**src/rtl/bcd_fmt_pkg.sv**
```systemverilog
// Shared ASCII constants, FSM state encoding and digit helpers for the BCD-to-ASCII
// transmitter.
package bcd_fmt_pkg;

    localparam logic [7:0] ASCII_ZERO  = 8'h30;
    localparam logic [7:0] ASCII_MINUS = 8'h2D;
    localparam logic [7:0] ASCII_QMARK = 8'h3F;
    localparam logic [7:0] ASCII_CR    = 8'h0D;
    localparam logic [7:0] ASCII_LF    = 8'h0A;

    typedef enum logic [2:0] {
        StIdle,
        StSign,
        StDigit,
        StCr,
        StLf
    } state_t;

    function automatic logic [7:0] digit_char(input logic [3:0] nib);
        return (nib > 4'd9) ? ASCII_QMARK : (ASCII_ZERO + {4'h0, nib});
    endfunction

    // Index of the most significant non-zero nibble; the ones digit is the floor.
    function automatic logic [1:0] msd_index(input logic [15:0] digits);
        if (digits[15:12] != 4'h0) return 2'd3;
        else if (digits[11:8] != 4'h0) return 2'd2;
        else if (digits[7:4] != 4'h0) return 2'd1;
        else return 2'd0;
    endfunction

endpackage

```
**src/rtl/sync_fifo.sv**
```systemverilog
// Single-clock FIFO with synchronous reset and a combinational read port.
module sync_fifo #(
    parameter int unsigned WIDTH = 17,
    parameter int unsigned DEPTH = 4
) (
    input  logic             clk,
    input  logic             rst,
    input  logic             push,
    input  logic [WIDTH-1:0] wdata,
    input  logic             pop,
    output logic [WIDTH-1:0] rdata,
    output logic             full,
    output logic             empty
);

    localparam int unsigned AW = $clog2(DEPTH);

    logic [WIDTH-1:0] mem [DEPTH];
    logic [AW:0]      wr_ptr;
    logic [AW:0]      rd_ptr;
    logic             do_push;
    logic             do_pop;

    always_comb begin
        empty   = (wr_ptr == rd_ptr);
        full    = (wr_ptr[AW] != rd_ptr[AW]) && (wr_ptr[AW-1:0] == rd_ptr[AW-1:0]);
        do_pop  = pop && !empty;
        // A full FIFO still accepts a write when the same edge frees a slot.
        do_push = push && (!full || do_pop);
        rdata   = mem[rd_ptr[AW-1:0]];
    end

    always_ff @(posedge clk) begin
        if (rst) begin
            wr_ptr <= '0;
            rd_ptr <= '0;
        end else begin
            if (do_push) wr_ptr <= wr_ptr + 1'b1;
            if (do_pop)  rd_ptr <= rd_ptr + 1'b1;
        end
    end

    always_ff @(posedge clk) begin
        if (do_push && !rst) mem[wr_ptr[AW-1:0]] <= wdata;
    end

endmodule

```
**src/rtl/bcd2ascii_tx.sv**
```systemverilog
// Buffers signed 4-digit BCD samples and streams each one out as ASCII text, optionally
// terminated by CR LF, over a valid/ready byte interface.
module bcd2ascii_tx
    import bcd_fmt_pkg::*;
#(
    parameter int unsigned FIFO_DEPTH = 4,
    parameter bit          EOL_EN     = 1'b1
) (
    input  logic        clk,
    input  logic        rst,
    input  logic [16:0] bcd,
    input  logic        bcd_vid,
    output logic [7:0]  tx_data,
    output logic        tx_vld,
    input  logic        tx_rdy,
    input  logic        ovf_clr,
    output logic        ovf,
    output logic        bcd_err,
    output logic        busy
);

    logic [16:0] fifo_rdata;
    logic        fifo_full;
    logic        fifo_empty;
    logic        push;
    logic        pop;
    logic        drop;
    logic        accept;
    logic        last_char;

    state_t      state;
    logic [15:0] frame;
    logic [1:0]  idx;
    logic [1:0]  next_idx;
    logic [1:0]  load_idx;
    logic        load_neg;
    logic [3:0]  load_nib;
    logic [3:0]  cur_nib;
    logic [3:0]  next_nib;

    sync_fifo #(
        .WIDTH (17),
        .DEPTH (FIFO_DEPTH)
    ) u_fifo (
        .clk   (clk),
        .rst   (rst),
        .push  (push),
        .wdata (bcd),
        .pop   (pop),
        .rdata (fifo_rdata),
        .full  (fifo_full),
        .empty (fifo_empty)
    );

    always_comb begin
        accept    = tx_vld && tx_rdy;
        last_char = EOL_EN ? (state == StLf) : (state == StDigit && idx == 2'd0);
        // Popping on the final accepted byte chains frames without an idle gap.
        pop       = !fifo_empty && (state == StIdle || (accept && last_char));
        push      = bcd_vid && (!fifo_full || pop);
        drop      = bcd_vid && fifo_full && !pop;
        load_idx  = msd_index(fifo_rdata[15:0]);
        load_neg  = fifo_rdata[16] && (fifo_rdata[15:0] != 16'h0);
        load_nib  = fifo_rdata[{load_idx, 2'b00} +: 4];
        next_idx  = idx - 2'd1;
        cur_nib   = frame[{idx, 2'b00} +: 4];
        next_nib  = frame[{next_idx, 2'b00} +: 4];
        busy      = !fifo_empty || (state != StIdle);
    end

    always_ff @(posedge clk) begin
        if (rst) begin
            state   <= StIdle;
            frame   <= '0;
            idx     <= '0;
            tx_vld  <= 1'b0;
            tx_data <= 8'h00;
            ovf     <= 1'b0;
            bcd_err <= 1'b0;
        end else begin
            if (drop)         ovf <= 1'b1;
            else if (ovf_clr) ovf <= 1'b0;

            if (pop) begin
                frame  <= fifo_rdata[15:0];
                idx    <= load_idx;
                tx_vld <= 1'b1;
                if (load_neg) begin
                    state   <= StSign;
                    tx_data <= ASCII_MINUS;
                end else begin
                    state   <= StDigit;
                    tx_data <= digit_char(load_nib);
                    if (load_nib > 4'd9) bcd_err <= 1'b1;
                end
            end else if (accept) begin
                case (state)
                    StSign: begin
                        state   <= StDigit;
                        tx_data <= digit_char(cur_nib);
                        if (cur_nib > 4'd9) bcd_err <= 1'b1;
                    end
                    StDigit: begin
                        if (idx != 2'd0) begin
                            idx     <= next_idx;
                            tx_data <= digit_char(next_nib);
                            if (next_nib > 4'd9) bcd_err <= 1'b1;
                        end else if (EOL_EN) begin
                            state   <= StCr;
                            tx_data <= ASCII_CR;
                        end else begin
                            state   <= StIdle;
                            tx_vld  <= 1'b0;
                            tx_data <= 8'h00;
                        end
                    end
                    StCr: begin
                        state   <= StLf;
                        tx_data <= ASCII_LF;
                    end
                    default: begin
                        state   <= StIdle;
                        tx_vld  <= 1'b0;
                        tx_data <= 8'h00;
                    end
                endcase
            end
        end
    end

endmodule

```
**config.mk**
```make
export PLATFORM = sky130hd
export DESIGN_NAME = bcd2ascii_tx
export DESIGN_NICKNAME = d
export VERILOG_FILES = /design/src/rtl/bcd_fmt_pkg.sv /design/src/rtl/sync_fifo.sv /design/src/rtl/bcd2ascii_tx.sv
export SDC_FILE = /design/constraint.sdc
export NUM_CORES = 1
export LEC_CHECK = 0
export CAP_MARGIN = 10
export CORE_AREA = 2 2 112 114
export CTS_CLUSTER_SIZE = 40
export DETAILED_ROUTE_END_ITERATION = 8
export DIE_AREA = 0 0 114 116
export HOLD_SLACK_MARGIN = 0.02
export PLACE_DENSITY = 0.66
export SLEW_MARGIN = 20
export SYNTH_ARGS = -nofsm -noshare
export SYNTH_HDL_FRONTEND = slang
export SYNTH_SLANG_ARGS = --single-unit
export TNS_END_PERCENT = 100
```
**constraint.sdc**
```tcl
create_clock -name clk -period 2.7 [get_ports clk]
set_clock_uncertainty 0.05 [all_clocks]
set_input_delay 0.54 -clock clk [delete_from_list [all_inputs] [get_ports clk]]
set_output_delay 0.54 -clock clk [all_outputs]
set_load 0.05 [all_outputs]
```
==> summary.txt, run 1 <==
Placed design
  • Pre-CTS setup slack: 0.1353 ns
  • GPL Wtd Cong: 0.8920
  • Post-DP HPWL: 6562 um
  • # port buffers: 31

Cells and area
  • Most frequent cells in the layout: edfxtp_1, nand2_1, dfxtp_1
  • Multi-input gate area in the final layout: 1767 um2
  • Leading cell type in the layout, fill and taps excluded: edfxtp_1
  • Antenna cells: 0
  • Share of layout cells above drive strength 1: 0.1965
  • Fillcell total: 1071
  • Area growth from synthesis to layout: 21.00%
  • Nets: 425
  • Register area: 2803 um2

Logic synthesis
  • Syn Std Cell Area: 4671 um2
  • Most used DFF post-synth: edfxtp_1
  • Distinct cell type count after synthesis: 53
  • Synth Area per Inst: 13.38 um2
  • Synthesis warning total: 0
  • Number of flops mapped to enable cells by yosys: 68
  • Ys async rst share: 0
  • Seq/Total Area, Yosys: 0.6001
  • Gate count after technology mapping: 349
  • Seq cells post-synth: 106

Power and ir drop
  • Overall Power: 5.527 mW
  • Combinational share of power: 0.389
  • Clock power share: 0.225
  • Lkg Pwr: 1.881 nW
  • Sequential share of power: 0.386
  • Net Sw Frac: 0.3651
  • Power per cell area: 977.9 nW/um2
  • Switching pwr: 2.018 mW
  • Maximum VDD drop: 0.4562 mV
  • Internal: 3.509 mW

Clocking
  • Hold Buf Count CTS: 0
  • CTS clk-pin slew, worst paths: 0.08 ns
  • H-tree levels: 3
  • Clock tree buffer depth: 2
  • Clock Tree Root: clkbuf_16
  • Num Clock Sinks: 106
  • CTS tree: done
  • Number of buffers created by CTS: 9
  • Clock latency at the later pin of the worst-skew pair: 0.34 ns

Routing
  • Initial drt markers: 155
  • WL/cell: 17.72 um
  • DRT antenna net count: 0
  • First-pass DRT Iterations: 4
  • Drt drc: 0
  • Via total after detailed routing: 2948
  • DR top layer: met4
  • DR WL met2: 4815 um
  • Routed length on met1: 4488 um
  • Met3 wire length: 339 um
  • Vias per cell: 5.370
  • WL final: 9731 um

Critical path
  • CP Launch Type: register
  • Crit Path Class: reg2reg
  • Crit-path max FO: 13
  • R2R setup slack: 0.16 ns
  • CP required: 2.90 ns
  • CP endpoint kind: register
  • Crit path arrival time: 2.75 ns

Global routing
  • GR Util All Layers: 0.1549
  • Largest net degree at the start of global routing: 37
  • GR Overflow Total: 0
  • Vias in the first global route: 2976
  • Initial antenna violation count: 0
  • First-pass GRT wire length: 15710 um

Floorplanning
  • Chip height: 116 um
  • Die ar.: 13220 um2
  • # IOs: 34
  • Core ar.: 11910 um2
  • Num rows: 40
  • Die X: 114 um
  • Initial core utilization: 0.3921

Timing
  • Setup TNS Final: 0 ns
  • Setup slack after layout: 0.1557 ns
  • Crit path time final: 2.544 ns
  • RSZ-0062 raised after global routing: false
  • FMAX: 0.3930 GHz
  • Relative slew margins: 0.6581
  • Post-route clock period utilization: 0.9423
  • Hold Violations, Final: 0
  • Max-slew violation total from the final report: 0
  • Least-Margin Pin Slew: 0.5112 ns
  • Setup violators final: 0

Run status
  • Status: complete, no violations

Min path
  • Type of the worst min-delay path: reg2reg

Flow run
  • Max_cap viols: 0
-- worst paths after layout --
check | cells past startpoint | to | from
setup reg to reg | 8 | tx_data[1] | register
hold reg to reg | 2 | tx_data[4] | tx_data[4]
setup / recovery | 8 | tx_data[1] | register
hold / removal | 2 | tx_data[4] | tx_data[4]
-- flip-flops by register name (all words and copies together), names as in the netlist, named ones only --
| register | count |
|---|---|
| bcd_err | 1 |
| ovf | 1 |
| frame | 16 |
| state | 3 |
| u_fifo.rd_ptr | 3 |
| tx_data | 6 |
| idx | 2 |
| u_fifo.wr_ptr | 3 |
| tx_vld | 1 |
| u_fifo.mem | 68 |
-- cell type report --
cell class	count	share of cell area
Timing Repair Buffer	57	0.1045
Sequential cell	106	0.4959
Clock inverter	7	0.01063
Multi-Input combinational cell	217	0.3126
Inverter	6	0.003985
Tap cell	147	0.03254
Clock buffer	9	0.03985
-- synth_stat cells, types with 2 or more instances --
master / n / area [um2]
edfxtp_1: 68 / 2042
nand2_1: 47 / 176.4
dfxtp_1: 38 / 760.7
a21oi_1: 31 / 155.2
mux4_2: 25 / 563.0
nor2_1: 18 / 67.56
clkbuf_1: 16 / 60.06
o21a_1: 7 / 52.55
xnor2_1: 7 / 61.31
and2_1: 6 / 37.54
ha_1: 6 / 75.07
inv_1: 6 / 22.52
o21ai_0: 5 / 25.02
nand3_1: 4 / 20.02
nor3b_1: 4 / 30.03
a211oi_1: 3 / 22.52
a31oi_1: 3 / 18.77
nand2b_1: 3 / 18.77
nor3_1: 3 / 15.01
nor4_4: 3 / 63.81
o32a_1: 3 / 30.03
a221o_1: 2 / 20.02
buf_4: 2 / 15.01
buf_6: 2 / 22.52
mux2i_1: 2 / 20.02
nor2b_1: 2 / 12.51
nor4_1: 2 / 12.51
o21ai_1: 2 / 10.01
o21bai_1: 2 / 15.01
o22ai_1: 2 / 12.51
o31ai_1: 2 / 15.01
or4_1: 2 / 15.01
-- power by group through the flow --
stage	registers (mW)	clock network (mW)	logic [mW]
finish	2.13	1.25	2.15
global route	2.16	1.35	2.33
CTS	2.13	1.27	2.07
detailed placement	2.17	0	2.06
global placement	2.16	0	2.03
floorplan	2.26	0	1.37
-- critical path, cell delays in order (launching register included) --
cell and delay [ns]:
dfxtp_1 0.36, buf_12 0.17, mux4_2 0.58, nor4_4 0.40, buf_4 0.21, o21a_1 0.14, o32a_1 0.23, o21ai_4 0.10
a211oi_1 0.22
-- stage by stage --
stage | instance area [um2] | utilization | hold slack (ns) | cells
after detailed placement | 5284 | 0.4436 | 0.3996 | 525
after CTS | 5569 | 0.4675 | 0.4120 | 541
after global placement | 5284 | 0.4436 | 0.3975 | 525
final | 5652 | 0.4745 | 0.4090 | 549
after global routing | 5652 | 0.4745 | 0.4462 | 549
after floorplan | 4682 | - | 0.3929 | 350
-- cell families (layout without fill, tap and decap cells) --
kind of cell / Yosys count / count (layout) / share of synthesized area
DFF: 106 / 106 / 0.6001
and+or+nand+nor: 98 / 98 / 0.1072
AOI/OAI and AO/OA: 76 / 76 / 0.1096
muxes: 27 / 27 / 0.1248
buffers and inverters: 27 / 79 / 0.02652
xor gates and xnor gates: 8 / 8 / 0.01500
adders and majority gates: 6 / 6 / 0.01607
other: 1 / 2 / 0.0008029
-- per-layer routing --
metal,up-vias,GRT usage
li1,1419,-
met1,1462,0.2057
met2,59,0.2548
met3,8,0.03347
met4,0,0.05203
met5,-,0
-- repair_timing --
| item | CTS | global route |
|---|---|---|
| setup endpoints to repair | 0 | 3 |
| setup buffers | 0 | 8 |
| resized for setup | 0 | 2 |
(Power assumes the default switching activity.)
==> inputs of run 2 (changes only) <==
--- a/config.mk
+++ b/config.mk
@@ -11,7 +11,7 @@
 export DETAILED_ROUTE_END_ITERATION = 8
 export DIE_AREA = 0 0 114 116
 export HOLD_SLACK_MARGIN = 0.02
-export PLACE_DENSITY = 0.66
+export PLACE_DENSITY_LB_ADDON = 0.05
 export SLEW_MARGIN = 20
 export SYNTH_ARGS = -nofsm -noshare
 export SYNTH_HDL_FRONTEND = slang
==> summary.txt, run 2 (synthesized netlist as in run 1, its figures left out) <==
Clocking
  • Num Clock Sinks: 106 (unchanged)
  • Clock tree buffer depth: 2 (unchanged)
  • Clock Tree Root: clkbuf_16
  • H-tree levels: 3 (unchanged)
  • Number of buffers created by CTS: 9 (unchanged)
  • CTS clk-pin slew, worst paths: 0.07 ns (about the same)
  • CTS tree: done
  • Clock latency at the later pin of the worst-skew pair: 0.35 ns (about the same)

Cells and area
  • Antenna cells: 0 (unchanged)
  • Finished Layout Cells: 551 (+0.36%)
  • Final core occ: 0.4736 (-0.0008410)
  • Fin area: 5642 um2 (-0.18%)
  • Max reg flops: 68 (unchanged)
  • Share of layout cells above drive strength 1: 0.2005 (+0.003978)
  • Most frequent cells in the layout: edfxtp_1, nand2_1, dfxtp_1
  • Area growth from synthesis to layout: 20.79%
  • Leading cell type in the layout, fill and taps excluded: edfxtp_1
  • Nets: 427 (+0.47%)

Global routing
  • Met2 GRT Util: 0.2718 (+0.01706)
  • Met1 global-route usage: 0.2189 (+0.01312)
  • Largest net degree at the start of global routing: 40 (+8.1%)
  • Gr busiest metal: met2
  • Initial antenna violation count: 0 (unchanged)
  • GR Util All Layers: 0.1639 (+0.009010)
  • Vias in the first global route: 2954 (-0.74%)
  • Met3 usage: 0.03661 (+0.003138)
  • GR Overflow Total: 0 (unchanged)
  • First-pass GRT wire length: 16240 um (+3.4%)

Min path
  • Type of the worst min-delay path: reg2reg

Floorplanning
  • Num rows: 40 (unchanged)
  • Initial core utilization: 0.3921 (unchanged)
  • Die X: 114 um (unchanged)
  • Chip height: 116 um (unchanged)
  • Core ar.: 11910 um2 (unchanged)
  • # IOs: 34 (unchanged)
  • Die ar.: 13220 um2 (unchanged)

Routing
  • Drt drc: 0 (unchanged)
  • WL/cell: 18.18 um (+2.6%)
  • WL final: 10020 um (+2.9%)
  • Initial drt markers: 216 (+39%)
  • Vias per cell: 5.368 (about the same)
  • DRT antenna net count: 0 (unchanged)
  • First-pass DRT Iterations: 4 (unchanged)
  • Via total after detailed routing: 2958 (+0.34%)

Timing
  • Max-slew violation total from the final report: 0 (unchanged)
  • RSZ-0062 raised after global routing: false
  • Relative slew margins: 0.6596 (+0.001498)
  • Crit path time final: 2.537 ns (-0.007465 ns)
  • Setup TNS Final: 0 ns (unchanged)
  • Hold Slack: 0.4082 ns (-0.0008320 ns)
  • Least-Margin Pin Slew: 0.5090 ns (-0.002240 ns)
  • Setup violators final: 0 (unchanged)
  • Post-route clock period utilization: 0.9396 (-0.002765)
  • Hold Violations, Final: 0 (unchanged)
  • FMAX: 0.3942 GHz (+0.29%)

Critical path
  • WP buf/inv: 1 (-1)
  • CP Launch Type: register
  • Cell family contributing the most delay on the critical path: compound AO/OA/AOI/OAI gates
  • Max stage delay cell, worst path: mux4_2
  • Crit-path max FO: 11 (-2)
  • Crit Path Class: reg2reg
  • CP Cell Sequence: buf_12, mux4_2, nor4_4, nand2_4, o21a_2, a2111oi_2, a211oi_1
  • CP required: 2.86 ns (-0.04 ns)
  • Crit path arrival time: 2.70 ns (-0.05 ns)
  • CP endpoint kind: register
  • CP max stage delay: 0.59 ns (about the same)

Power and ir drop
  • Sequential share of power: 0.385 (about the same)
  • Power per cell area: 980.6 nW/um2 (+0.28%)
  • Lkg Pwr: 1.875 nW (-0.31%)
  • Maximum VDD drop: 0.3663 mV (-20%)
  • Internal: 3.514 mW (+0.15%)
  • Switching pwr: 2.018 mW (about the same)
  • Combinational share of power: 0.390 (about the same)
  • Clock power share: 0.225 (about the same)
  • Net Sw Frac: 0.3647 (about the same)

Placed design
  • Dpl cells: 531 (+1.1%)
  • GPL Wtd Cong: 0.7760 (-13%)
  • Placed inst area: 5329 um2 (+0.85%)
  • Post-DP HPWL: 7078 um (+7.9%)
  • # port buffers: 31 (unchanged)

Run status
  • Status: complete, no violations

Flow run
  • Max_cap viols: 0 (unchanged)
run 2: cell types whose count changed in the layout (fill, tap and decap cells not counted), sizes merged:
cell,before,now
clkinv,3,0
clkinvlp,0,1
clkbuf,9,11
buf,27,29
run 2: layout make-up:
type / count / area (um2)
Fill cell: 1093 / 6270
Sequential cell: 106 / 2804
Multi-Input combinational cell: 217 / 1759
Timing Repair Buffer: 59 / 596.8
Clock buffer: 11 / 232.7
Tap cell: 147 / 183.9
Clock inverter: 5 / 42.54
Inverter: 6 / 22.52
run 2: path summary, 6_finish.rpt:
path         cells past startpoint    endpoint  slack, ns       start
max reg2reg                      7  tx_data[0]       0.16    register
min                              2  tx_data[5]       0.41  tx_data[5]
max                              7  tx_data[0]       0.16    register
min reg2reg                      2  tx_data[5]       0.41  tx_data[5]
run 2: power groups by stage:
stage | Clock [mW] | Sequential [mW] | Combinational, mW
2_1_floorplan | 0 | 2.26 | 1.37
3_3_place_gp | 0 | 2.16 | 2.15
3_5_place_dp | 0 | 2.17 | 2.13
4_1_cts | 1.28 | 2.13 | 2.14
5_1_grt | 1.34 | 2.16 | 2.36
6_report | 1.24 | 2.13 | 2.16
run 2: per-layer routing:
layer  wire length [um]  vias to the layer above
li1                   -                     1425
met1               4569                     1480
met2               5040                       44
met3                296                        9
met4                110                        0
met5                  0                        -
run 2: metrics by stage:
stage,power (mW),worst slack (ns)
5_1_grt,5.865,0.03830
6_report,5.532,0.1632
4_1_cts,5.553,0.1219
3_3_place_gp,4.312,0.1560
3_5_place_dp,4.303,0.1374
2_1_floorplan,3.626,0.05340
run 2: timing repair:
action / CTS / global route
gates resized for setup: 0 / 3
hold buffers: 0 / 0
hold endpoints to repair: 0 / 0
setup endpoints to repair: 0 / 3
setup buffers: 0 / 4
run 2: worst register-to-register path, delay by kind of cell, from the launching register on:
kind | cells | cell delay, ns
AO/OA/AOI/OAI | 3 | 0.75
multiplexers | 1 | 0.60
AND/OR/NAND/NOR | 2 | 0.48
flip-flops | 1 | 0.36
buffers and inverters | 1 | 0.16
